==> config.mk <==
export PLATFORM = sky130hd
export DESIGN_NAME = mm_sram_ctrl
export DESIGN_NICKNAME = d
export VERILOG_FILES = /design/src/rtl/mm_sram_ctrl.sv
export SDC_FILE = /design/constraint.sdc
export NUM_CORES = 1
export LEC_CHECK = 0
export ABC_AREA = 1
export BUFFER_PORTS_ARGS = -buffer_cell sky130_fd_sc_hd__buf_2
export CAP_MARGIN = 15
export CORE_MARGIN = 2
export CORE_UTILIZATION = 44
export DETAILED_ROUTE_END_ITERATION = 8
export PLACE_DENSITY_LB_ADDON = 0.12
export SETUP_SLACK_MARGIN = 0.15
export SLEW_MARGIN = 30
export SYNTH_ARGS = -nofsm -noshare
export SYNTH_HDL_FRONTEND = slang
export SYNTH_SLANG_ARGS = --single-unit
==> constraint.sdc <==
create_clock -name clk -period 1.4 [get_ports clk]
set_clock_uncertainty 0.1 [all_clocks]
set_input_delay 0.07 -clock clk [delete_from_list [all_inputs] [get_ports clk]]
set_output_delay 0.07 -clock clk [all_outputs]
set_load 0.03 [all_outputs]
==> src/rtl/mm_sram_ctrl.sv <==
// Memory-mapped to synchronous SRAM bridge with fixed read latency and write waits.
// Optional MM_SRAM_CTRL_RDHOLD_EN: s_rdat holds the last read data continuously.
module mm_sram_ctrl #(
  parameter int AWIDTH  = 8,
  parameter int DWIDTH  = 8,
  parameter int RLAT    = 2,
  parameter int WSTATES = 0
) (
  input  logic              clk,
  input  logic              reset,
  input  logic [AWIDTH-1:0] s_addr,
  input  logic              s_wreq,
  input  logic [DWIDTH-1:0] s_wdat,
  input  logic              s_rreq,
  output logic [DWIDTH-1:0] s_rdat,
  output logic              s_busy,
  output logic [AWIDTH-1:0] ram_addr,
  output logic              ram_we,
  output logic [DWIDTH-1:0] ram_wdat,
  output logic              ram_re,
  input  logic [DWIDTH-1:0] ram_rdat
);

  typedef enum logic [1:0] {
    IDLE,
    WRITE,
    READ,
    DONE
  } state_t;

  localparam logic [3:0] L_RLAT = 4'(RLAT);
  localparam logic [3:0] L_WS   = 4'(WSTATES);

  if (RLAT < 1 || RLAT > 15) begin : g_bad_rlat
    $error("mm_sram_ctrl: RLAT out of range 1..15");
  end
  if (WSTATES < 0 || WSTATES > 15) begin : g_bad_ws
    $error("mm_sram_ctrl: WSTATES out of range 0..15");
  end

  state_t              r_state;
  state_t              w_next;
  logic [3:0]          r_cnt;
  logic [3:0]          w_cnt_nxt;
  logic                r_we;
  logic                r_re;
  logic [AWIDTH-1:0]   r_addr;
  logic [DWIDTH-1:0]   r_wdat;
  logic [DWIDTH-1:0]   r_rdat;
  logic                r_rd_last;
  logic                w_busy;
  logic                w_start_wr;
  logic                w_start_rd;
  logic                w_cap;

  // Write wins when both requests arrive together.
  assign w_start_wr = (r_state == IDLE) && s_wreq;
  assign w_start_rd = (r_state == IDLE) && !s_wreq && s_rreq;
  assign w_cap      = (r_state == READ) && (r_cnt == 4'd0);

  always_comb begin
    w_next    = r_state;
    w_cnt_nxt = r_cnt;
    w_busy    = 1'b0;
    unique case (r_state)
      IDLE: begin
        w_busy = s_wreq | s_rreq;
        if (s_wreq) begin
          w_next    = WRITE;
          w_cnt_nxt = L_WS;
        end else if (s_rreq) begin
          w_next    = READ;
          w_cnt_nxt = L_RLAT;
        end
      end
      WRITE, READ: begin
        w_busy = 1'b1;
        if (r_cnt == 4'd0) begin
          w_next = DONE;
        end else begin
          w_cnt_nxt = r_cnt - 4'd1;
        end
      end
      DONE: begin
        w_next = IDLE;
      end
      default: begin
        w_next = IDLE;
      end
    endcase
  end

  always_ff @(posedge clk or negedge reset) begin
    if (!reset) begin
      r_state <= IDLE;
      r_cnt   <= 4'd0;
    end else begin
      r_state <= w_next;
      r_cnt   <= w_cnt_nxt;
    end
  end

  always_ff @(posedge clk or negedge reset) begin
    if (!reset) begin
      r_we      <= 1'b0;
      r_re      <= 1'b0;
      r_addr    <= '0;
      r_wdat    <= '0;
      r_rdat    <= '0;
      r_rd_last <= 1'b0;
    end else begin
      r_we <= w_start_wr;
      r_re <= w_start_rd;
      if (w_start_wr || w_start_rd) begin
        r_addr    <= s_addr;
        r_rd_last <= w_start_rd;
      end
      if (w_start_wr) begin
        r_wdat <= s_wdat;
      end
      if (w_cap) begin
        r_rdat <= ram_rdat;
      end
    end
  end

  assign s_busy   = w_busy;
  assign ram_addr = r_addr;
  assign ram_we   = r_we;
  assign ram_wdat = r_wdat;
  assign ram_re   = r_re;

`ifdef MM_SRAM_CTRL_RDHOLD_EN
  assign s_rdat = r_rdat;
`else
  assign s_rdat = (r_state == DONE && r_rd_last) ? r_rdat : '0;
`endif

endmodule

==> metrics.txt <==
status finished, violations left; failing checks negative setup slack; Area Growth Syn to Fin 87.32%; Horiz. Die Dim 63.53 um; PD cells 2365 nW/um2; Final Max Tran Viols 0; Root Driver clkbuf_4; Fillers 174; Max-Cap Viols 0; initial antenna violation count 0; TritonCTS buffer count 5; leakage 1.477 nW; first-pass GRT wire length 7134 um; Pre-antenna DRT Iters 4; sequential share of the synthesized area 0.5297; final worst setup slack -0.3035 ns; Post-Route Utilization 0.8683; relative slew slack 0.7168; commonest non-fill, non-tap cells in the layout 45 x buf_2, 43 x nand2_1, 33 x dfrtp_1; H-tree depth 2; grt ovf 0; crit end category primary output; fraction of layout cells with a size suffix above 1 0.5240; All-Layer GR Usage 0.2296; Multi-input gate area 952.2 um2; Synth Instances 177; Placeable Area 3363 um2; clk buf depth 2; die area 4035 um2; CTS Sinks 33; Die Ht 63.53 um; GP Congestion 0.8501; Synth Register Bits 33; # setup viols final 41; Rows 21; Avg Cell Area, Syn 8.808 um2; critical path arrival 1.53 ns; vias in the first global route 1565; I/O pin count 55; YS warnings 0; CTS tree yes; synth unique cells 20; Detailed Route Iter0 Violations 48; port bufs 54; post-route minimum period 1.704 ns; most common cell after layout, fill and taps aside buf_2; critical path startpoint category flop; fmax 587.0 MHz; via count 1666; DRC Markers 0; final hold violation count 0; period utilization 1.217; Post-Route WL 5626 um; latest clock arrival within the worst-skew pair 0.34 ns; Worst Max-Slew Pin Slew 0.4249 ns; initial core utilization 0.4635; Final ANT Viol Nets 0; worst setup path category flop to primary output; largest net degree at the start of global routing 34; CP required 1.23 ns; final setup TNS -5.710 ns; RSZ-0062 raised after global routing true; drt wl/cell 16.64 um; Reg area 825.8 um2; Post-Syn Nets 212; clock-pin slew on the worst setup and hold paths 0.11 ns; worst vdd rail ir drop 0.001245 V; pre-CTS setup slack 0.02755 ns; final net count 326; Hold/Removal Path Class primary input to flop; post-DP HPWL 2328 um; Antenna Cells 0; Critical Path Fanout Max 4; post-synthesis cell area 1559 um2; number of vias per cell 4.929
cell type report:
class,instances,area share
Timing Repair Buffer,108,0.3111
Sequential cell,33,0.2828
Tap cell,46,0.01971
Clock buffer,7,0.01885
Clock inverter,1,0.01028
Multi-Input combinational cell,124,0.3260
Inverter,18,0.02742
Timing Repair inverter,1,0.003856
kinds of logic after synthesis:
| family | share of synthesized area |
|---|---|
| buffers and inverters | 0.06099 |
| flip-flops | 0.5297 |
| AO/OA/AOI/OAI | 0.08507 |
| AND/OR/NAND/NOR | 0.2681 |
| adder cells (fa/ha/maj) | 0.05618 |
what timing repair did:
item | 4_1_cts | 5_1_grt
hold endpoints to repair | 59 | 0
gates cloned | 1 | 4
hold buffers | 26 | 0
gates resized for setup | 51 | 35
endpoints found under the setup margin | 40 | 42
buffers inserted | 7 | 7
pin swaps | 8 | 13
report_power, final:
part	internal, mW	leakage (nW)	switching, mW	total, mW
Clock	0.426	0.0455	0.337	0.763
Combinational	1.82	1.03	2.62	4.44
Sequential	1.41	0.402	0.300	1.71
cell usage after synthesis:
cell | count | share of area
nand3_1 | 12 | 0.039
o21ai_0 | 3 | 0.0096
a21oi_1 | 3 | 0.0096
nor2_2 | 2 | 0.0080
or2_1 | 1 | 0.0040
inv_2 | 1 | 0.0024
buf_2 | 1 | 0.0032
nand3_4 | 1 | 0.011
nand2_2 | 3 | 0.012
inv_1 | 17 | 0.041
buf_6 | 2 | 0.014
a21oi_2 | 8 | 0.045
o21bai_1 | 1 | 0.0048
ha_1 | 7 | 0.056
o21ai_1 | 5 | 0.016
nor2_4 | 1 | 0.0072
dfrtp_1 | 33 | 0.53
nand3_2 | 1 | 0.0064
nand2_1 | 57 | 0.14
nor2_1 | 18 | 0.043
routing by layer:
layer | vias up | routed length [um] | track usage
li1 | 793 | - | -
met1 | 796 | 2195 | 0.2796
met2 | 66 | 3073 | 0.3961
met3 | 11 | 256 | 0.05536
met4 | 0 | 101 | 0.07880
met5 | - | 0 | 0
registers in the layout, summed over array words and instances (netlist names):
name       flops
r_rdat         8
r_rd_last      1
r_cnt          4
r_state        2
ram_we         1
ram_re         1
ram_wdat       8
ram_addr       8
worst paths after layout:
| path | start | cells after the start | endpoint | slack (ns) |
|---|---|---|---|---|
| min in group asynchronous | reset | 3 | r_rdat[0]$_DFFE_PN0P_ | 0.19 |
| worst min-delay path | s_rreq | 4 | ram_re$_DFF_PN0_ | 0.06 |
| worst min register to register | ram_wdat[2]$_DFFE_PN0P_ | 2 | ram_wdat[2]$_DFFE_PN0P_ | 0.40 |
| worst max-delay path | r_state[0]$_DFFE_PN0P_ | 7 | s_busy | -0.30 |
| worst max register to register | r_state[0]$_DFFE_PN0P_ | 7 | r_cnt[1]$_DFFE_PN0P_ | -0.20 |
| max in group asynchronous | reset | 3 | ram_wdat[2]$_DFFE_PN0P_ | 0.70 |
metrics by stage:
stage / hold slack (ns) / cells / power, mW / area (um2)
global placement: 0.01794 / 285 / 4.642 / 2032
CTS: 0.03496 / 327 / 6.090 / 2639
detailed placement: 0.01891 / 285 / 4.689 / 2032
floorplan: -0.3256 / 177 / 3.819 / 1630
global route: 0.04740 / 338 / 7.321 / 2920
finish: 0.05624 / 338 / 6.907 / 2920
worst max-delay path, stage by stage, from the launching register on:
cell and delay, ns:
dfrtp_1 0.40, inv_2 0.08, ha_4 0.19, nand2_4 0.08, nand2_4 0.05, o21bai_1 0.18, inv_2 0.07, buf_6 0.14
(Power assumes the default switching activity.)
